===== src/rtl/calc_ctrl_fsm.sv =====
// calc_ctrl_fsm
// Sequencer for the calculator datapath: loads NUM_IN operands into the
// register file on Next rising edges and latches a valid mode. It then
// issues a one-cycle Start to the ALU and waits for ALU_Done under a
// TIMEOUT-cycle watchdog. Finally it reports DONE or ERROR until the
// next Next edge.
//
// Build option: define CALC_CHAIN_EN to let DONE write the result back
// into RF[0] (Res_WE) and jump straight to mode select when Go is high.
// Without it, Res_WE is tied low and DONE always returns to IDLE.
//
// state  | code | meaning
// IDLE   |  0   | waiting for Go
// LOAD   |  1   | one operand written per Next edge, WA = idx
// SEL    |  3   | waiting for Next with a valid MS
// EXEC   |  4   | Start issued, waiting for ALU_Done or timeout
// DONE   | 11   | result valid, Done_out high
// ERROR  | 15   | ALU error or timeout, Err_out high

module calc_ctrl_fsm #(
    parameter int NUM_IN    = 2,
    parameter int MODE_W    = 3,
    parameter int NUM_MODES = 7,
    parameter int TIMEOUT   = 64,
    localparam int IDX_W    = (NUM_IN > 1) ? $clog2(NUM_IN) : 1
) (
    input  logic              CLK,
    input  logic              RST_N,
    input  logic              Go,
    input  logic              Next,
    input  logic [MODE_W-1:0] MS,
    input  logic              ALU_Done,
    input  logic              ALU_Err,
    output logic              WE,
    output logic [IDX_W-1:0]  WA,
    output logic              Res_WE,
    output logic [MODE_W-1:0] MS_out,
    output logic              Start,
    output logic              Done_out,
    output logic              Err_out,
    output logic [3:0]        CS_out
);

    localparam int TMO_W = $clog2(TIMEOUT);
    localparam logic [IDX_W-1:0] IDX_LAST = IDX_W'(NUM_IN - 1);
    localparam logic [TMO_W-1:0] TMO_LAST = TMO_W'(TIMEOUT - 1);

    typedef enum logic [3:0] {
        S_IDLE  = 4'd0,
        S_LOAD  = 4'd1,
        S_SEL   = 4'd3,
        S_EXEC  = 4'd4,
        S_DONE  = 4'd11,
        S_ERROR = 4'd15
    } state_t;

    state_t              state_q;
    logic [IDX_W-1:0]    idx_q;
    logic [TMO_W-1:0]    tmo_q;
    logic [MODE_W-1:0]   mode_q;
    logic [MODE_W-1:0]   ms_out_q;
    logic                next_q;
    logic                start_q;
    logic                done_q;
    logic                err_q;

    logic                nxt;
    logic                ms_valid;

    // Next history resets high so a Next held through reset is not an edge.
    assign nxt      = Next & ~next_q;
    // Mode 0 and anything above NUM_MODES are rejected in SEL.
    assign ms_valid = (MS != '0) && (32'(MS) <= 32'(NUM_MODES));

    // Sequencer: state, counters and all registered outputs in one place.
    always_ff @(posedge CLK) begin
        if (!RST_N) begin
            state_q  <= S_IDLE;
            idx_q    <= '0;
            tmo_q    <= '0;
            mode_q   <= '0;
            ms_out_q <= '0;
            next_q   <= 1'b1;
            start_q  <= 1'b0;
            done_q   <= 1'b0;
            err_q    <= 1'b0;
        end else begin
            next_q  <= Next;
            start_q <= 1'b0;
            case (state_q)
                S_IDLE: begin
                    if (Go) begin
                        state_q <= S_LOAD;
                        idx_q   <= '0;
                    end
                end
                S_LOAD: begin
                    if (nxt) begin
                        if (idx_q == IDX_LAST) begin
                            state_q <= S_SEL;
                            idx_q   <= '0;
                        end else begin
                            idx_q <= idx_q + 1'b1;
                        end
                    end
                end
                S_SEL: begin
                    if (nxt && ms_valid) begin
                        state_q  <= S_EXEC;
                        mode_q   <= MS;
                        ms_out_q <= MS;
                        start_q  <= 1'b1;
                        tmo_q    <= '0;
                    end
                end
                S_EXEC: begin
                    // ALU_Done wins over the timeout in the same cycle.
                    if (ALU_Done) begin
                        ms_out_q <= '0;
                        tmo_q    <= '0;
                        if (ALU_Err) begin
                            state_q <= S_ERROR;
                            err_q   <= 1'b1;
                        end else begin
                            state_q <= S_DONE;
                            done_q  <= 1'b1;
                        end
                    end else if (tmo_q == TMO_LAST) begin
                        ms_out_q <= '0;
                        tmo_q    <= '0;
                        state_q  <= S_ERROR;
                        err_q    <= 1'b1;
                    end else begin
                        ms_out_q <= mode_q;
                        tmo_q    <= tmo_q + 1'b1;
                    end
                end
                S_DONE: begin
                    if (nxt) begin
                        done_q <= 1'b0;
`ifdef CALC_CHAIN_EN
                        // Chained op: result goes to RF[0], pick next mode.
                        if (Go) begin
                            state_q <= S_SEL;
                        end else begin
                            state_q <= S_IDLE;
                        end
`else
                        state_q <= S_IDLE;
`endif
                    end
                end
                S_ERROR: begin
                    if (nxt) begin
                        err_q   <= 1'b0;
                        state_q <= S_IDLE;
                    end
                end
                default: begin
                    state_q  <= S_IDLE;
                    idx_q    <= '0;
                    tmo_q    <= '0;
                    ms_out_q <= '0;
                    done_q   <= 1'b0;
                    err_q    <= 1'b0;
                end
            endcase
        end
    end

    // Register-file strobes follow the Next edge in the same cycle.
    always_comb begin
        WE     = 1'b0;
        WA     = '0;
        Res_WE = 1'b0;
        if (state_q == S_LOAD) begin
            WE = nxt;
            WA = idx_q;
        end
`ifdef CALC_CHAIN_EN
        if (state_q == S_DONE) begin
            Res_WE = nxt & Go;
        end
`endif
    end

    assign MS_out   = ms_out_q;
    assign Start    = start_q;
    assign Done_out = done_q;
    assign Err_out  = err_q;
    assign CS_out   = state_q;

endmodule


===== config.mk =====
export PLATFORM = sky130hd
export DESIGN_NAME = calc_ctrl_fsm
export DESIGN_NICKNAME = d
export VERILOG_FILES = /design/src/rtl/calc_ctrl_fsm.sv
export SDC_FILE = /design/constraint.sdc
export NUM_CORES = 1
export LEC_CHECK = 0
export ABC_AREA = 1
export BUFFER_PORTS_ARGS = -buffer_cell sky130_fd_sc_hd__buf_2
export CAP_MARGIN = 0
export CORE_UTILIZATION = 35
export DETAILED_ROUTE_END_ITERATION = 10
export GPL_TIMING_DRIVEN = 0
export PLACE_DENSITY = 0.6
export SLEW_MARGIN = 20
export SYNTH_ARGS = -nofsm -noshare
export SYNTH_HDL_FRONTEND = slang
export SYNTH_SLANG_ARGS = --single-unit
export TNS_END_PERCENT = 5

===== constraint.sdc =====
create_clock -name CLK -period 1.5 [get_ports CLK]
set_input_delay 0.3 -clock CLK [delete_from_list [all_inputs] [get_ports CLK]]
set_output_delay 0.3 -clock CLK [all_outputs]
set_load 0.01 [all_outputs]

After elaboration in Yosys (flattened, before gate mapping). Index checks and enable logic that the tools add are counted.

Add/sub/neg operators: 2. Eq/ne operators: 17. Mux-type cells: 32. Bitwise operators: 6. Reductions and logical operators: 15.

Operators by type and width (number): $mux W4 (7); $pmux W4 S5 (1); $mux W6 (3); $pmux W6 S3 (1); $ne A2 B2 Y1 const B (8); $reduce_or A4 Y1 (4); $mux W1 (12); $mux W3 (4); $pmux W1 S3 (3); $pmux W3 S3 (1); $eq A4 B4 Y1 const B (2); $reduce_and A4 Y1 (2); $add A6 B1 Y6 const B (1); $eq A6 B6 Y1 const B (1); $ne A3 B3 Y1 const B (2); $reduce_and A2 Y1 (3); $reduce_and A6 Y1 (1); $not A1 Y1 (5); $eq A4 B1 Y1 const B (1); $eq A4 B2 Y1 const B (1); $eq A4 B3 Y1 const B (1); $logic_not A4 Y1 (1); $reduce_and A3 Y1 (1); $reduce_bool A3 Y1 (1); other kinds (5) (5).

Register bits: 21. Input bits: 9. Output and inout bits: 13.

Logic depth before layout (Yosys ltp). Gate-level depths: netlist of run 1.

Depth in word-level cells: 5. Gate-level depth with buffers: 11.

Least setup slack after synthesis of run 1. Ideal clock, no wire load.

Kind: register -> register. Start: reg tmo_q[0]. End: reg state_q[0] (netlist: CS_out[0]). Library setup time: 113 ps. Data arrival time: 1242 ps. Data required time: 1387 ps. Path slack: 145 ps. Cell stages (with the launch flop): 9. Path buffers: 0. Period minus slack after synthesis: 1355 ps. Cells stage by stage: dfxtp_1 -> ha_1 -> nand3_1 -> nor2_1 -> nor2_4 -> nor2_2 -> nand3_2 -> nor2_1 -> nor2_1.

Cells in the longest elaborated chain, start to end: 3.

Ends and longest elaborated chain: from (decl) (RTL line 59) `logic [TMO_W-1:0] tmo_q;`; from (signal assigned) (RTL line 135) `tmo_q <= tmo_q + 1'b1;`; $eq A6 B6 Y1 (RTL line 128) `end else if (tmo_q == TMO_LAST) begin`; $ne A3 B3 Y1 (no source line); $reduce_and A6 Y1 (no source line); to (signal assigned) (RTL line 122) `state_q <= S_ERROR;`; to (signal assigned) (RTL line 125) `state_q <= S_DONE;`; to (signal assigned) (RTL line 131) `state_q <= S_ERROR;`; to (decl) (RTL line 57) `state_t state_q;`.

Every way passes these cells. A chain may end at the register's enable or synchronous reset.

Final worst setup path of run 1.
Start: reg state_q[0] (netlist: CS_out[0]). End: reg tmo_q[3].

Cells in the longest elaborated chain, start to end: 4. Elaborated cells on any way between the ends: 11. Those cells by class: eq/ne (6); mux (1); bitwise (1); reduce/logical (3).

Ends and longest elaborated chain: from (signal assigned) (RTL line 78) `state_q <= S_IDLE;`; from (signal assigned) (RTL line 93) `state_q <= S_LOAD;`; from (signal assigned) (RTL line 100) `state_q <= S_SEL;`; parallel branches: the longest is 4 deep, another holds $pmux W6 S3.

Several ways; the timed one is not identified.

==> results of run 1 <==
-- placed cells by master, fill, tap and decap left out, types with 2 or more instances in the layout --
cell,synthesis,layout
nand3_1,11,10
inv_1,25,23
nor2_2,6,5
nand3_2,2,3
nand2_1,44,43
dfxtp_4,0,2
inv_2,2,3
nand2_4,2,2
nand4_1,4,4
o21ai_0,10,10
dfxtp_2,0,4
clkbuf_4,0,3
or2_2,3,3
nor2_4,4,8
dfxtp_1,21,15
a21oi_1,11,11
nand2_2,2,3
buf_2,0,20
buf_4,1,11
nor2_1,23,20
inv_4,0,2
-- per-stage QoR --
stage                     setup TNS, ns  hold slack [ns]  power [uW]  instances  utilization [%]
after floorplan                       0           0.4066        1510        184                -
after global placement         -0.08291           0.4508        1722        250            41.47
after detailed placement        -0.1327           0.4540        1727        250            41.47
after CTS                     -0.006168           0.1740        2077        256            43.34
after global routing            -0.3024           0.1551        2546        265            47.54
final                                 0           0.1813        2340        265            47.54
-- critical path: stages (launching register included) --
cell	delay [ns]
dfxtp_4	0.38
buf_4	0.15
nand2_2	0.11
inv_4	0.05
nand2_4	0.08
inv_2	0.05
nand2_4	0.10
nand3_4	0.11
buf_8	0.16
o21bai_2	0.09
nand2_1	0.07
nor2_2	0.07
-- power by group through the flow --
stage / Sequential [uW] / Clock (uW) / Combinational, uW
2_1_floorplan: 754 / 0 / 756
3_3_place_gp: 745 / 0 / 976
3_5_place_dp: 750 / 0 / 978
4_1_cts: 738 / 298 / 1040
5_1_grt: 769 / 334 / 1440
6_report: 757 / 289 / 1290
-- path summary, 6_finish.rpt --
check | end | slack (ns)
worst max-delay path | tmo_q[3] | 0.03
worst min-delay path | next_q | 0.18
worst max register to register | tmo_q[3] | 0.03
worst min register to register | MS_out[1] | 0.47
-- registers in the layout (all words and copies together) (netlist names) --
name	count
tmo_q	6
CS_out	4
Start	1
next_q	1
idx_q	1
mode_q	3
Done_out	1
Err_out	1
MS_out	3
-- cells by family after synthesis --
| group | count (synthesis) |
|---|---|
| compound gates | 25 |
| fa+ha+maj | 1 |
| buf+inv | 32 |
| flops | 21 |
| other cells | 1 |
| simple gates | 104 |
-- cell usage after synthesis (all sizes together) (2+ instances only) --
cell type / n
inv: 27
or2: 4
dfxtp: 21
buf: 2
nand3: 14
nand4: 4
nand2: 48
clkinv: 2
o21ai: 12
a21oi: 11
nor2: 33
-- repair_timing --
item | 4_1_cts | 5_1_grt
resized for setup | 10 | 15
setup endpoints to repair | 6 | 15
hold endpoints to repair | 0 | 0
gates cloned | 0 | 1
hold buffers | 0 | 0
setup buffers | 2 | 8
pin swaps | 2 | 7
-- final cells by class --
type / count / area [um2] / share of cell area (%)
Clock buffer: 3 / 22.52 / 1.420
Tap cell: 46 / 57.56 / 3.628
Clock inverter: 1 / 5.005 / 0.3155
Buffer: 3 / 26.28 / 1.656
Sequential cell: 21 / 432.9 / 27.29
Multi-Input combinational cell: 131 / 728.2 / 45.90
Timing Repair Buffer: 31 / 200.2 / 12.62
Inverter: 29 / 113.9 / 7.177
-- routing by layer --
layer | vias up | track usage [%] | share of wire [%]
met5 | - | 0 | 0
met4 | 0 | 7.143 | 1.4
met3 | 4 | 2.311 | 5.1
met2 | 29 | 25.47 | 47
met1 | 520 | 21.82 | 46
li1 | 645 | - | -
==> results.yml, run 1 <==
global_route:
  grt_pass1_vias: 968
  grt_pass1_wl_um: 4374
  antenna_found_initial: 0
  gr-total-overflow: 0
  grt.total_usage_pct: 16.12
  grt_max_degree: 13
critical_path:
  cp.arrival_ns: 1.73
  r2r_cells: 11
  cp_max_fo: 5
  cp-start-kind: "flop"
  critical_path.endpoint_type: "flop"
  rr_startpoint: "CS_out[0]"
  worst_ep_required_time_ns: 1.76
  path_class: "flop to flop"
  crit_start: "CS_out[0]"
yosys:
  synthSimpleGateAreaFrac_pct: 42.35
  synthesis.nets: 194
  syn_area_um2: 1226
  synthDistinctLibCells: 29
  synth_edf_count: 0
  synthTopCellsByArea: "dfxtp_1 34%, nand2_1 13%, inv_1 7.7%, nor2_1 7.0%, a21oi_1 4.5%"
  synth_xor_area_share_pct: 0
  synth_ff_type: "dfxtp_1"
  synth_seq_cells: 21
  synth_top_family_by_area: "simple AND/OR/NAND/NOR gates"
  ys_warn_count: 0
  synth_top_area_share_pct: 34.29
  syn_inst: 184
  ys_async_sr_fraction_pct: 0
  syn_avg_cell_area_um2: 6.664
  ys_seq_area_share_pct: 34.29
  synth-compound-area-share_pct: 11.22
  synth_top_area_cell: "dfxtp_1"
  synthMuxAreaShare_pct: 0
  synth_adder_area_share_pct: 1.020
floorplanning:
  io_pins: 22
  die-area_um2: 3744
  initial_core_util_pct: 36.75
  die_x_um: 61.19
  coreArea_um2: 3337
  rows: 21
  die_h_um: 61.19
clock_network:
  h-tree-depth: 1
  cts.reportedPaths.clkPinSlew_ns: 0.13
  cts_buffer_depth: 2
  cts_tree: "yes"
  cts_sinks: 21
  insertion_delay_ns: 0.31
  root_buffer: "clkbuf_4"
  cts_buffers: 3
layout:
  fillers: 376
  drive_above_1_share_pct: 34.70
  diodes: 0
  final_area_um2: 1587
  area_delta_synth_final_pct: 29.39
  nets: 230
detailed_routing:
  ant_nets: 0
  drt_iter0_markers: 54
  viasPerCell: 4.521
  remaining_drc_errors: 0
  wl_per_cell_um: 10.48
  totalWireLength_um: 2778
  dr.pass1.iters: 4
  vias: 1198
sta:
  period_share_pct: 98.08
  finalSetupViolations: 0
  rsz0062_at_grt: "yes"
  hold_viol: 0
  max_freq_ghz: 0.6797
  tightest_slew_ns: 0.6156
  slew_violations: 0
  skew_ns: 0.006858
  relSlewSlack_pct: 58.96
  timing.final.ws_setup_ns: 0.02877
  period_minus_slack_ns: 1.471
power:
  power_leakage_uw: 0.0007536
  clkPwrFrac_pct: 12.4
  switching_share_pct: 43.27
  ir_drop_v: 0.0006272
  combPwrFrac_pct: 55.3
  sequentialPowerShare_pct: 32.4
  p_int_uw: 1327
  switchingPower_uw: 1012
  power_density_nw_per_um2: 1475
place:
  port_buffers: 20
  placedInstanceArea_um2: 1384
  gp_congestion: 0.8943
  pre_cts_slack_ns: -0.07876
  dp_hpwl_um: 1953
run_status:
  status: "finished clean"
worst_hold_path:
  min_path_type: "input port to flop"
  whs_path_depth: 2
  hold_start: "Next"
run:
  max_cap_violations: 0
No activity file was read; power rests on OpenSTA's default activity.
==> run 2, diff against run 1 <==
clock period = 1.4 ns   (was 1.5 ns; I/O delays follow)
==> results.yml, run 2 (synthesized netlist as in run 1, its figures left out) <==
run_status:
  status: "finished, violations left"
  violations: "negative setup slack"
clock_network:
  cts.reportedPaths.clkPinSlew_ns: 0.13
  h-tree-depth: 1
  cts_hold_buf: 0
  cts_buffer_depth: 2
  insertion_delay_ns: 0.32
  cts_sinks: 21
  root_buffer: "clkbuf_4"
  cts_buffers: 3
  cts_tree: "yes"
layout:
  final_area_um2: 1643
  drive_above_1_share_pct: 37.95
  final_common_cell: "nand2_1"
  area_delta_synth_final_pct: 33.98
  fin_cells: 270
  largest_reg_flops: 6
  nets: 235
  final_cell_mix: "41 x nand2_1, 24 x inv_1, 20 x buf_2, 18 x nor2_1, 16 x buf_4"
  diodes: 0
  largest-register: "tmo_q"
place:
  dp.cells: 250
  port_buffers: 20
  pre_cts_slack_ns: -0.1788
  placedInstanceArea_um2: 1384
  gp_congestion: 0.8943
  dp_hpwl_um: 1953
power:
  power_density_nw_per_um2: 1556
  ir_drop_v: 0.0007218
  power_leakage_uw: 0.0007901
worst_hold_path:
  hold_start: "Next"
  holdPathEnd: "next_q"
  whs_path_depth: 2
  min_path_type: "input port to flop"
sta:
  slew_violations: 0
  period_minus_slack_ns: 1.444
  hold_slack_ns: 0.1500
  relSlewSlack_pct: 59.83
  finalSetupViolations: 10
  timing.final.ws_setup_ns: -0.04438
  period_share_pct: 103.2
  tightest_slew_ns: 0.6026
  skew_ns: 0.003152
  hold_viol: 0
  rsz0062_at_grt: "yes"
  max_freq_ghz: 0.6923
critical_path:
  r2r_setup_slack_ns: -0.03
  r2r-end: "tmo_q[0]"
  path_class: "flop to output pin"
  cp-start-kind: "flop"
  r2r_cells: 10
  rr_startpoint: "CS_out[0]"
  cp.arrival_ns: 1.16
  worst_ep_required_time_ns: 1.12
  cp_max_fo: 8
  critical_path.endpoint_type: "output pin"
floorplanning:
  die-area_um2: 3744
  io_pins: 22
  rows: 21
  initial_core_util_pct: 36.75
  die_x_um: 61.19
  coreArea_um2: 3337
  die_h_um: 61.19
detailed_routing:
  drt_iter0_markers: 42
  ant_nets: 0
  dr.pass1.iters: 4
  viasPerCell: 4.430
  vias: 1196
  totalWireLength_um: 2802
  remaining_drc_errors: 0
  wl_per_cell_um: 10.38
global_route:
  antenna_found_initial: 0
  grt_max_degree: 13
  grt_pass1_wl_um: 4526
  gr-total-overflow: 0
  grt_pass1_vias: 994
  grt.total_usage_pct: 16.69
run:
  max_cap_violations: 0
run 2: stage by stage:
step / utilization [%] / setup TNS (ns) / power [uW]
floorplan: - / 0 / 1618
global placement: 41.47 / -0.7904 / 1845
detailed placement: 41.47 / -0.8226 / 1851
CTS: 47.32 / -0.2547 / 2448
global route: 49.23 / -1.543 / 2771
finish: 49.23 / -0.1703 / 2556
run 2: worst max-delay path by stage:
stage,from,to,slack [ns],depth (start not counted)
after floorplan,tmo_q[0],CS_out[0],0.04,8
after global placement,tmo_q[0],CS_out[0],-0.15,9
after detailed placement,tmo_q[0],CS_out[0],-0.18,9
after CTS,CS_out[0],WE,-0.04,5
after global routing,CS_out[0],WA,-0.14,5
final,CS_out[2],WA,-0.04,4
run 2: report_power, final:
group | switching, uW | total (uW) | internal (uW) | leakage (uW)
Combinational | 790 | 1430 | 638 | 0.000598
Sequential | 111 | 812 | 701 | 0.000174
Clock | 209 | 316 | 107 | 0.0000177
run 2: final cells by class:
class / instances / area (um2)
repair buffers: 36 / 232.7
inverters: 29 / 116.4
plain buffers: 3 / 26.28
fillers: 365 / 1694
multi-input cells: 131 / 747.0
clock inverters: 1 / 5.005
well taps: 46 / 57.56
clock buffers: 3 / 22.52
flip-flops and latches: 21 / 435.4
run 2: layer usage:
| metal | part of all wire, % | track usage (%) | vias to the layer above | wire length, um |
|---|---|---|---|---|
| li1 | - | - | 656 | - |
| met1 | 49 | 22.59 | 515 | 1371 |
| met2 | 47 | 27.02 | 20 | 1304 |
| met3 | 2.8 | 1.891 | 5 | 79 |
| met4 | 1.7 | 6.818 | 0 | 48 |
| met5 | 0 | 0 | - | 0 |
run 2: timing repair:
action	4_1_cts	5_1_grt
pin swaps	11	9
setup endpoints to repair	13	20
buffers inserted	11	5
gates resized for setup	26	8
run 2: worst max-delay path: stages, from the launching register on:
cell	delay, ns
dfxtp_4	0.40
nor2_4	0.14
nand2_2	0.08
nor2_1	0.09
buf_2	0.13
